==> config.mk <==
export PLATFORM = sky130hd
export DESIGN_NAME = perceptron_activation
export DESIGN_NICKNAME = d
export VERILOG_FILES = /design/src/rtl/perceptron_activation.sv
export SDC_FILE = /design/constraint.sdc
export NUM_CORES = 1
export LEC_CHECK = 0
export CAP_MARGIN = 20
export CORE_AREA = 2 2 57 59
export CTS_CLUSTER_SIZE = 20
export DETAILED_ROUTE_END_ITERATION = 7
export DIE_AREA = 0 0 59 61
export PLACE_DENSITY = 0.93
export SLEW_MARGIN = 20
export SYNTH_ARGS = -nofsm -noshare
export SYNTH_HDL_FRONTEND = slang
export SYNTH_SLANG_ARGS = --single-unit
==> constraint.sdc <==
create_clock -name clk -period 5.15 [get_ports clk]
set_input_delay 1.03 -clock clk [delete_from_list [all_inputs] [get_ports clk]]
set_output_delay 1.03 -clock clk [all_outputs]
set_load 0.01 [all_outputs]
==> src/rtl/perceptron_activation.sv <==
// Accumulates BEATS signed 4-bit partial sums with saturation, thresholds the total
// into a ternary activation and offers the result over a valid/ready handshake.
module perceptron_activation #(
  parameter int BEATS  = 4,
  parameter int ACC_W  = 8,
  parameter int THRESH = 1
) (
  input  logic             clk,
  input  logic             reset,
  input  logic             clear,
  input  logic [3:0]       sum_in,
  input  logic             in_valid,
  output logic             in_ready,
  output logic [ACC_W-1:0] acc_out,
  output logic [1:0]       act_out,
  output logic             out_valid,
  input  logic             out_ready
);

  typedef enum logic {
    S_ACCUM = 1'b0,
    S_DONE  = 1'b1
  } state_t;

  localparam logic [1:0] ACT_ZERO = 2'b00;
  localparam logic [1:0] ACT_POS  = 2'b01;
  localparam logic [1:0] ACT_NEG  = 2'b11;

  // Comparisons run one bit wider than the accumulator so the raw sum never wraps.
  localparam logic signed [ACC_W:0] SAT_MAX = {2'b00, {(ACC_W-1){1'b1}}};
  localparam logic signed [ACC_W:0] SAT_MIN = {2'b11, {(ACC_W-1){1'b0}}};
  localparam logic signed [ACC_W:0] THR_POS = THRESH[ACC_W:0];
  localparam logic signed [ACC_W:0] THR_NEG = -THR_POS;
  localparam logic [7:0]            LAST_BEAT = 8'(BEATS - 1);

  state_t                  state_q, state_d;
  logic signed [ACC_W-1:0] acc_q, acc_d;
  logic [7:0]              cnt_q, cnt_d;
  logic [ACC_W-1:0]        acc_out_q, acc_out_d;
  logic [1:0]              act_q, act_d;

  logic signed [ACC_W:0]   sum_wide;
  logic signed [ACC_W:0]   sat_wide;
  logic [ACC_W-1:0]        acc_sat;
  logic [1:0]              act_sat;

  always_comb begin
    sum_wide = {acc_q[ACC_W-1], acc_q} + {{(ACC_W-3){sum_in[3]}}, sum_in};
    if (sum_wide > SAT_MAX) begin
      acc_sat = SAT_MAX[ACC_W-1:0];
    end else if (sum_wide < SAT_MIN) begin
      acc_sat = SAT_MIN[ACC_W-1:0];
    end else begin
      acc_sat = sum_wide[ACC_W-1:0];
    end
    sat_wide = {acc_sat[ACC_W-1], acc_sat};
    if (sat_wide > THR_POS) begin
      act_sat = ACT_POS;
    end else if (sat_wide < THR_NEG) begin
      act_sat = ACT_NEG;
    end else begin
      act_sat = ACT_ZERO;
    end
  end

  always_comb begin
    state_d   = state_q;
    acc_d     = acc_q;
    cnt_d     = cnt_q;
    acc_out_d = acc_out_q;
    act_d     = act_q;
    if (clear) begin
      state_d   = S_ACCUM;
      acc_d     = '0;
      cnt_d     = '0;
      acc_out_d = '0;
      act_d     = ACT_ZERO;
    end else if (state_q == S_ACCUM) begin
      if (in_valid) begin
        if (cnt_q == LAST_BEAT) begin
          // Result is captured here so it appears exactly one clock after the last beat.
          acc_out_d = acc_sat;
          act_d     = act_sat;
          acc_d     = '0;
          cnt_d     = '0;
          state_d   = S_DONE;
        end else begin
          acc_d = acc_sat;
          cnt_d = cnt_q + 8'd1;
        end
      end
    end else begin
      if (out_ready) begin
        state_d = S_ACCUM;
        acc_d   = '0;
        cnt_d   = '0;
      end
    end
  end

  always_ff @(posedge clk) begin
    if (reset) begin
      state_q   <= S_ACCUM;
      acc_q     <= '0;
      cnt_q     <= '0;
      acc_out_q <= '0;
      act_q     <= ACT_ZERO;
    end else begin
      state_q   <= state_d;
      acc_q     <= acc_d;
      cnt_q     <= cnt_d;
      acc_out_q <= acc_out_d;
      act_q     <= act_d;
    end
  end

  assign in_ready  = (state_q == S_ACCUM);
  assign out_valid = (state_q == S_DONE);
  assign acc_out   = acc_out_q;
  assign act_out   = act_q;

endmodule

; ---- Word-level counts from Yosys, hierarchy flattened
; Cells that the tools add are included.
[word_totals]
ff_bits = 27
in_bits = 9
output_inout_bits = 12
[op_classes]
add_sub_neg = 2
magnitude_cmp = 4
n_eq_ne = 2
mux = 15
n_bitwise = 1
reduce_logical = 4
[op_table]
columns = op, n
row1 = $mux 8, 9
row2 = $add 8x4->9, 1
row3 = $gt 9x8->1 const B, 1
row4 = $lt 9x8->1 const B, 1
row5 = $add 8x1->8 const B, 1
row6 = $eq 8x2->1 const B, 1
row7 = $gt 8x2->1 const B, 1
row8 = $lt 8x1->1 const B, 1
row9 = $mux 1, 4
row10 = $mux 2, 2
row11 = $reduce_and 3->1, 1
row12 = $ne 2x2->1 const B, 1
row13 = $reduce_and 2->1, 1
row14 = $reduce_bool 2->1, 1
row15 = $reduce_or 2->1, 1
row16 = $not 1->1, 1

; ---- Depth between registers and ports, before layout
; Gate-level depths: netlist (run 1).
[logic_depth]
ltp_word = 7
mapped_depth = 8

; ---- Least setup slack after synthesis (run 1)
; Ideal clock, no wire load.
[synth_timing]
path_kind = input to register
start = in sum_in[0]
end = reg acc_out_q[4], in the netlist acc_out[4]
setup_time_ps = 116
t_arrival_ps = 2947
required_ps = 5034
path_slack_ps = 2087
path_stages = 8
path_buffers = 0
cell_sequence = ha_1 -> fa_1 -> a21o_1 -> a221o_1 -> a31oi_4 -> o21ai_2 -> a21o_1 -> o211a_1
[synth_via]
elab_chain_cells = 4
word_cells_on_any_way = 5
[synth_rtl]
columns = item, line_no
row1 = from (decl), 11  ; input logic [3:0] sum_in,
row2 = $add 8x4->9 (*), 48  ; sum_wide = {acc_q[ACC_W-1], acc_q} + {{(ACC_W-3){sum_in[3]}}, sum_in};
row3 = $lt 9x8->1, 51  ; end else if (sum_wide < SAT_MIN) begin
row4 = $mux 8, 51
row5 = $mux 8 (*), 49  ; if (sum_wide > SAT_MAX) begin
row6 = to (signal assigned), 112  ; acc_out_q <= acc_out_d;
row7 = to (decl), 39  ; logic [ACC_W-1:0] acc_out_q, acc_out_d;
; Mark *: on every way between the ends. The rest lies on a longest branch, timed or not.
; A chain may end at the register's enable or synchronous reset.

; ---- Final worst setup path (run 1)
; Ends and elaborated chain as after synthesis.

==> impl_metrics.csv, run 1 <==
group,metric,value,unit
yosys,synth_cell_type_count,50,
layout,diodes,0,
placed_design,gp_congestion,0.967,
yosys,syn_area_per_cell,8.13,µm²
yosys,ys_ff_latch,27,
die,start_util,56.7,%
global_routing,grt_pass1_wl,6140,µm
run,maxCapViolations,0,
placed_design,dp_cells,250,
clock_tree,postCtsHoldBufs,0,
clock_tree,post_cts_buffers,0,
timing,tightestPinTransition,610,ps
yosys,async_flop_share,0,%
clock_tree,cts_resized,0,
yosys,synth_edf_count,0,
drt,drc_errors,0,
yosys,syn_nets,225,
placed_design,hpwl,2790,µm
timing,hold_ws,470,ps
setup_path,required,5400,ps
placed_design,numPortBuffers,20,
drt,wl_per_cell,14.3,µm
setup_path,endpoint_kind,"flip-flop",
drt,vias,1547,
timing,tns,0,ps
clock_tree,htreeDepth,1,
pwr,peakVddDrop,216,µV
clock_tree,clkSinkCount,27,
clock_tree,cts_root_buf,"clkbuf_4",
timing,setup_viol,0,
die,dieArea,3600,µm²
global_routing,grt_pass1_vias,1424,
setup_path,slowest_stage,"fa_1",
layout,layout-drive-gt1-share,5.88,%
layout,layout_common_cells,"dfxtp_1, nor2_1, nand2_1",
setup_path,r2r_setup_slack,2650,ps
setup_path,crit_family,"compound AO/OA/AOI/OAI gates",
die,io_pins,21,
placed_design,dpl_cell_area,1860,µm²
drt,drt_first_pass_iters,4,
setup_path,cp_slowest_stage_delay,460,ps
clock_tree,clk_pin_slew,150,ps
global_routing,antenna_found_initial,0,
drt,drt-total-wl,3640,µm
layout,fin_area,1890,µm²
setup_path,critical_path_class,"primary input to flip-flop",
layout,fillCellCount,249,
layout,final_nets,241,
drt,vias_per_cell,6.09,
timing,rsz0062_at_grt,"false",
layout,final_common_cell,"dfxtp_1",
layout,seqCellArea,541,µm²
pwr,total_power,416,µW
clock_tree,cts_made_buffers,3,
yosys,synth.yosys.warnings,0,
layout,syn2layout_area_growth,12.9,%
setup_path,path_buf_inv,1,
yosys,synthFlopType,"dfxtp_1",
yosys,synthCells,206,
timing,finalCritPeriodShare,63.5,%
die,core_area,2950,µm²
setup_path,start_kind,"primary input",
setup_path,worst_path_most_repeated_cell,"a21o_1",
pwr,powerDensity,220,nW/µm²
timing,skew,14.6,ps
timing,hold_violations,0,
status,status,"finished clean",
timing,fmax,0.306,GHz
die,rows,20,
layout,multi_input_area,1060,µm²
min_path,min_path_type,"flip-flop to flip-flop",
drt,antenna_left,0,
min_path,hp-start,"acc_q[6]$_SDFFE_PP0P_",
timing,slew_violations,0,
setup_path,r2r-start,"acc_q[0]$_SDFFE_PP0P_",
layout,finalNonFillerCells,254,
yosys,ys_seq_area_share,32.3,%
min_path,holdPathStages,2,
clock_tree,clockBufferDepth,2,
die,die_w,59,µm
setup_path,r2r_cells,8,
setup_path,critPathMaxFanout,6,
global_routing,grt_remaining_overflow,0,
global_routing,grt_start_max_net_pins,17,
clock_tree,worstSkewPairLatency,340,ps
global_routing,track_usage,22.2,%
pwr,leakage,0.743,nW
die,die_h,61,µm
setup_path,reg2reg_to,"acc_out[4]$_SDFFE_PP0P_",
yosys,syn_area,1670,µm²
timing,period_needed,3270,ps
setup_path,crit_arrival,3520,ps
min_path,hold_end,"acc_q[6]$_SDFFE_PP0P_",
drt,drt_iter0_drc,77,
clock_tree,cts_tree,"done",
setup_path,worstPathCellList,"clkdlybuf4s50_1 -> ha_1 -> fa_1 -> a21o_1 -> a221o_1 -> a31oi_4 -> o21ai_2 -> a21o_1 -> o211a_1",
timing,maxSlewHeadroom,58.8,%
[Yosys cell counts, drive strengths merged (2+ instances only)]
cell,count,area share (%)
a22o,2,1.0
xnor2,3,1.6
o21ai,16,5.0
a31o,2,1.0
nand2,22,4.9
nand3,13,3.9
a311oi,2,1.0
a22oi,2,0.90
a21o,5,2.2
nor3,5,2.5
clkbuf,3,0.75
or4b,2,1.2
nand2b,5,1.9
ha,9,6.7
buf,6,2.5
a21oi,18,5.4
a211oi,2,0.90
dfxtp,27,32
nor3b,3,1.3
inv,4,0.90
xor2,3,1.6
nand3b,2,0.90
and3,5,1.9
nor2,25,5.6
or2,2,0.75
[metal layers]
| layer | vias up | global-route usage [%] | wire, µm |
|---|---|---|---|
| li1 | 781 | - | - |
| met2 | 51 | 37.8 | 1770 |
| met1 | 707 | 27.8 | 1640 |
| met5 | - | 0 | 0 |
| met3 | 8 | 4.90 | 180 |
| met4 | 0 | 7.79 | 48 |
[state kept, by name, summed over array words and instances (netlist names)]
signal and count:
acc_out 8, acc_q 8, act_out 2, cnt_q 8, out_valid 1
[worst max path at each step]
| stage | start | to | cells past startpoint |
|---|---|---|---|
| 2_1_floorplan | sum_in[0] | acc_out[4]$_SDFFE_PP0P_ | 8 |
| 3_3_place_gp | sum_in[0] | acc_out[4]$_SDFFE_PP0P_ | 9 |
| 3_5_place_dp | sum_in[0] | acc_out[4]$_SDFFE_PP0P_ | 9 |
| 4_1_cts | sum_in[0] | acc_out[4]$_SDFFE_PP0P_ | 9 |
| 5_1_grt | sum_in[3] | act_out[0]$_SDFFE_PP0P_ | 8 |
| 6_report | sum_in[0] | acc_out[4]$_SDFFE_PP0P_ | 9 |
[stage by stage]
step | worst slack, ps | utilization [%]
global placement | 1590 | 63.0
detailed placement | 1520 | 63.0
floorplan | 2090 | -
global route | 1780 | 64.0
finish | 1880 | 64.0
CTS | 1890 | 64.0
[report_power, final]
group	switching, mW	internal [mW]	total, mW
clock network	0.0644	0.0298	0.0942
registers	0.00316	0.213	0.216
logic	0.0618	0.0433	0.105
[final cells by class]
cell class / instances / area share (%)
clock buffers: 3 / 1.19
clock inverters: 1 / 0.397
inverters: 4 / 0.794
multi-input cells: 166 / 56.3
flip-flops and latches: 27 / 28.6
well taps: 33 / 2.18
repair buffers: 20 / 10.6
[logic make-up after synthesis]
group	synth area share, %
simple gates	27.9
compound gates	24.0
flops	32.3
buf+inv	4.18
fa+ha+maj	7.92
xor+xnor	3.14
mux	0.598
[tightest hold or removal path: cells and delay by family (launching register included)]
family / cells / cell delay [ps]
flops: 1 / 340
simple gates: 2 / 100
(Power assumes the default switching activity.)
==> inputs of run 2 (changes only) <==
- CORE_AREA: 2 2 57 59 -> 2 2 59 61
- DIE_AREA: 0 0 59 61 -> 0 0 61 63
- PLACE_DENSITY: 0.93 -> 0.88
- clock period: 5.15 -> 3.3 ns (I/O delays scaled with it)
==> run 2 against run 1 <==
Clock skew down 9.8 ps; first-iteration DRC count up 30%; sequential share of layout area down 0.65 points; critical path depth down 1; clock power up 51%; highest routed layer unchanged.
==> impl_metrics.csv, run 2 (synthesis results as in run 1) <==
group,metric,value,unit
status,status,"finished clean",
setup_path,slowest_stage,"clkdlybuf4s50_1",
timing,setup_viol,0,
drt,drt_first_pass_iters,4,
layout,final_nets,245,
setup_path,r2r_setup_slack,890,ps
layout,final_common_cell,"dfxtp_1",
drt,drt-total-wl,3650,µm
global_routing,met1_usage,27.2,%
pwr,p_comb_share,26.3,%
layout,finalNonFillerCells,271,
clock_tree,clk_pin_slew,140,ps
pwr,leakage,0.767,nW
placed_design,numPortBuffers,20,
clock_tree,clockBufferDepth,2,
global_routing,use_met3,4.35,%
timing,period_needed,2830,ps
run,maxCapViolations,0,
die,rows,21,
timing,fmax,0.353,GHz
layout,syn2layout_area_growth,15.5,%
layout,layout-drive-gt1-share,7.56,%
min_path,min_path_type,"flip-flop to flip-flop",
clock_tree,cts_root_buf,"clkbuf_4",
setup_path,start_kind,"primary input",
setup_path,reg2reg_to,"acc_out[4]$_SDFFE_PP0P_",
pwr,p_int,451,µW
die,die_w,61,µm
setup_path,cp_slowest_stage_delay,530,ps
layout,multi_input_area,1060,µm²
global_routing,grt_pass1_wl,6440,µm
min_path,hold_end,"acc_q[6]$_SDFFE_PP0P_",
min_path,holdPathStages,2,
timing,rsz0062_at_grt,"false",
drt,wl_per_cell,13.5,µm
pwr,powerDensity,336,nW/µm²
min_path,hp-start,"acc_q[6]$_SDFFE_PP0P_",
global_routing,grt.met2_usage,37.1,%
drt,vias,1567,
timing,maxSlewHeadroom,65.0,%
layout,fillCellCount,300,
placed_design,dp_cells,267,
clock_tree,cts_tree,"done",
timing,hold_violations,0,
placed_design,gp_congestion,0.864,
pwr,clkPwrFrac,21.9,%
setup_path,r2r_cells,8,
drt,drc_errors,0,
clock_tree,post_cts_buffers,0,
global_routing,grt_start_max_net_pins,17,
setup_path,crit_family,"compound AO/OA/AOI/OAI gates",
pwr,peakVddDrop,238,µV
global_routing,track_usage,21.4,%
die,io_pins,21,
clock_tree,postCtsHoldBufs,0,
setup_path,critical_path_class,"primary input to flip-flop",
placed_design,dpl_cell_area,1910,µm²
die,core_area,3230,µm²
timing,tightestPinTransition,524,ps
setup_path,path_buf_inv,1,
die,die_h,63,µm
global_routing,busiest_layer,"met2",
clock_tree,worstSkewPairLatency,330,ps
setup_path,crit_arrival,3080,ps
timing,slew_violations,0,
timing,skew,4.81,ps
setup_path,worstPathCellList,"clkdlybuf4s50_1 -> ha_1 -> and3_1 -> a221o_1 -> a31oi_4 -> o21ai_2 -> a21o_1 -> o211a_1",
timing,worst_slack,466,ps
clock_tree,cts_made_buffers,3,
layout,final_core_util,59.9,%
setup_path,r2r-start,"acc_q[0]$_SDFFE_PP0P_",
setup_path,crit_path_start,"sum_in[3]",
global_routing,antenna_found_initial,0,
drt,drt_iter0_drc,100,
pwr,switching_share,30.6,%
die,dieArea,3840,µm²
drt,antenna_left,0,
timing,finalCritPeriodShare,85.9,%
setup_path,critPathMaxFanout,9,
pwr,seq_power_share,51.9,%
setup_path,endpoint_kind,"flip-flop",
layout,diodes,0,
placed_design,hpwl,2850,µm
drt,vias_per_cell,5.78,
layout,fin_area,1930,µm²
layout,layout_common_cells,"dfxtp_1, nor2_1, nand2_1",
layout,seqCellArea,541,µm²
placed_design,detailedPlace.worstSlack,123,ps
clock_tree,cts_resized,0,
pwr,p_switching,199,µW
die,start_util,51.8,%
global_routing,grt_pass1_vias,1492,
timing,tns,0,ps
setup_path,required,3540,ps
clock_tree,clkSinkCount,27,
clock_tree,htreeDepth,1,
global_routing,grt_remaining_overflow,0,
## run 2: cell types whose count changed in the layout (fill, tap and decap cells not counted)
cell,previous run,this run
buf_4,0,4
clkinvlp_4,1,0
clkinv_2,0,1
## run 2: area by class of cell
type,instances,area share [%]
Sequential cell,27,27.9
Clock inverter,1,0.259
Clock buffer,3,1.16
Tap cell,46,2.98
Multi-Input combinational cell,166,55.0
Timing Repair Buffer,24,11.9
Inverter,4,0.776
## run 2: through the flow
| stage | hold slack (ps) | power (mW) |
|---|---|---|
| CTS | 465 | 0.653 |
| floorplan | 426 | 0.473 |
| detailed placement | 447 | 0.513 |
| global placement | 442 | 0.510 |
| global route | 499 | 0.685 |
| finish | 459 | 0.650 |
## run 2: tightest hold or removal path, delay by kind of cell, from the launching register on
family | cells | cell delay (ps)
flops | 1 | 340
simple gates | 2 | 90
## run 2: power groups by stage
stage          sequential, mW  combinational [mW]  clock, mW
3_5_place_dp            0.344               0.169          0
2_1_floorplan           0.343               0.130          0
5_1_grt                 0.338               0.190      0.157
3_3_place_gp            0.344               0.166          0
4_1_cts                 0.337               0.170      0.146
6_report                0.337               0.171      0.142
## run 2: worst max path at each step
stage / endpoint / slack (ps) / depth (start not counted)
5_1_grt: acc_out[6]$_SDFFE_PP0P_ / 370 / 9
3_5_place_dp: acc_q[4]$_SDFFE_PP0P_ / 120 / 9
3_3_place_gp: acc_out[4]$_SDFFE_PP0P_ / 190 / 8
2_1_floorplan: acc_out[4]$_SDFFE_PP0P_ / 610 / 8
4_1_cts: acc_out[4]$_SDFFE_PP0P_ / 490 / 9
6_report: acc_out[4]$_SDFFE_PP0P_ / 470 / 8
## run 2: per-layer routing
layer	share of wire, %	wire length [µm]	up-vias
met3	3.8	140	4
li1	-	-	793
met2	50	1830	32
met1	45	1650	738
met5	0	0	-
met4	0.63	23	0
==> inputs of run 3 (changes only) <==
- GPL_TIMING_DRIVEN: default -> 0
- SKIP_LAST_GASP: default -> 1
==> run 3 against run 2 <==
Power is 1.0% higher; cell count is 1.8% higher; setup slack worse by 120 ps; non-clock buffer count is 5 higher; utilization is 0.85 points higher; global-route usage is 0.61 points lower; critical endpoint is now acc_out[6]$_SDFFE_PP0P_; highest routed layer unchanged.
==> impl_metrics.csv, run 3 (synthesis results as in run 1) <==
group,metric,value,unit
drt,drt_first_pass_iters,4,
die,die_h,63,µm
timing,hold_ws,474,ps
clock_tree,clockBufferDepth,2,
layout,final_core_util,60.7,%
layout,layout_common_cells,"dfxtp_1, nor2_1, nand2_1",
pwr,clkPwrFrac,22.2,%
setup_path,critical_path_class,"primary input to flip-flop",
drt,vias_per_cell,5.64,
clock_tree,cts_root_buf,"clkbuf_4",
timing,maxSlewHeadroom,61.3,%
setup_path,crit_arrival,3180,ps
layout,fin_area,1960,µm²
setup_path,start_kind,"primary input",
placed_design,hpwl,2950,µm
timing,skew,16.9,ps
die,rows,21,
layout,layout-drive-gt1-share,8.70,%
global_routing,grt_start_max_net_pins,17,
layout,syn2layout_area_growth,17.2,%
drt,drc_errors,0,
timing,tns,0,ps
pwr,powerDensity,335,nW/µm²
pwr,seq_power_share,51.4,%
timing,period_needed,2950,ps
drt,antenna_left,0,
drt,drt_iter0_drc,73,
die,io_pins,21,
die,die_w,61,µm
global_routing,grt_pass1_vias,1448,
placed_design,gp_congestion,0.917,
timing,setup_viol,0,
min_path,min_path_type,"flip-flop to flip-flop",
timing,finalCritPeriodShare,89.4,%
run,maxCapViolations,0,
global_routing,grt_remaining_overflow,0,
timing,fmax,0.339,GHz
setup_path,required,3530,ps
pwr,p_int,452,µW
drt,vias,1556,
pwr,peakVddDrop,286,µV
clock_tree,cts_tree,"done",
pwr,p_comb_share,26.3,%
die,start_util,51.8,%
timing,rsz0062_at_grt,"false",
drt,wl_per_cell,13.8,µm
global_routing,grt_pass1_wl,6110,µm
clock_tree,cts_made_buffers,3,
clock_tree,postCtsHoldBufs,0,
pwr,p_switching,205,µW
clock_tree,htreeDepth,1,
layout,final_nets,250,
global_routing,track_usage,20.8,%
clock_tree,clkSinkCount,27,
clock_tree,cts_resized,0,
setup_path,critPathMaxFanout,6,
die,core_area,3230,µm²
layout,diodes,0,
drt,drt-total-wl,3800,µm
die,dieArea,3840,µm²
layout,final_common_cell,"dfxtp_1",
clock_tree,post_cts_buffers,0,
timing,hold_violations,0,
pwr,switching_share,31.2,%
clock_tree,clk_pin_slew,150,ps
min_path,holdPathStages,2,
placed_design,dpl_cell_area,1930,µm²
clock_tree,worstSkewPairLatency,340,ps
setup_path,r2r_cells,8,
pwr,leakage,0.776,nW
global_routing,antenna_found_initial,0,
timing,tightestPinTransition,573,ps
pwr,total_power,657,µW
placed_design,numPortBuffers,20,
status,status,"finished clean",
setup_path,endpoint_kind,"flip-flop",
timing,slew_violations,0,
run 3: cell count changes in the layout (fill, tap and decap cells not counted), moves of 2 or more:
cell	change
buf_2	+4
buf_4	-4
buf_6	+2
clkbuf_1	+2
run 3: through the flow:
step           setup slack (ps)  instances
5_1_grt                     259        276
3_5_place_dp               6.32        272
6_report                    350        276
4_1_cts                     384        276
2_1_floorplan               607        206
3_3_place_gp               39.6        272
run 3: worst paths after layout:
check / startpoint / slack (ps) / endpoint
setup / recovery: sum_in[0] / 350 / acc_out[6]$_SDFFE_PP0P_
hold / removal: acc_out[3]$_SDFFE_PP0P_ / 470 / acc_out[3]$_SDFFE_PP0P_
setup reg to reg: acc_q[0]$_SDFFE_PP0P_ / 760 / acc_out[6]$_SDFFE_PP0P_
hold reg to reg: acc_out[3]$_SDFFE_PP0P_ / 470 / acc_out[3]$_SDFFE_PP0P_
run 3: final cells by class:
class,count,area [µm²]
Clock buffer,3,22.5
Timing Repair Buffer,20,200
Tap cell,46,57.6
Inverter,4,15.0
Clock inverter,1,7.51
Sequential cell,27,541
Buffer,9,55.1
Fill cell,281,1270
Multi-Input combinational cell,166,1060
run 3: critical path, stage by stage:
cell             delay, ps
clkdlybuf4s50_1        410
ha_1                   240
fa_1                   460
a21o_1                 200
a221o_1                390
a31oi_4                320
o21ai_2                130
a211oi_1               300
nor3_1                  80
run 3: per-layer routing:
layer  vias to the layer above  global-route usage (%)  routed length [µm]
met5                         -                       0                   0
met3                         6                    4.55                 126
met2                        35                    37.1                1960
met1                       713                    24.1                1670
li1                        802                       -                   -
met4                         0                    5.43                  49
run 3: power groups by stage:
stage / Combinational (mW) / Sequential, mW / Clock (mW)
global route: 0.190 / 0.338 / 0.163
floorplan: 0.130 / 0.343 / 0
detailed placement: 0.170 / 0.345 / 0
global placement: 0.164 / 0.344 / 0
CTS: 0.171 / 0.338 / 0.152
finish: 0.173 / 0.338 / 0.146
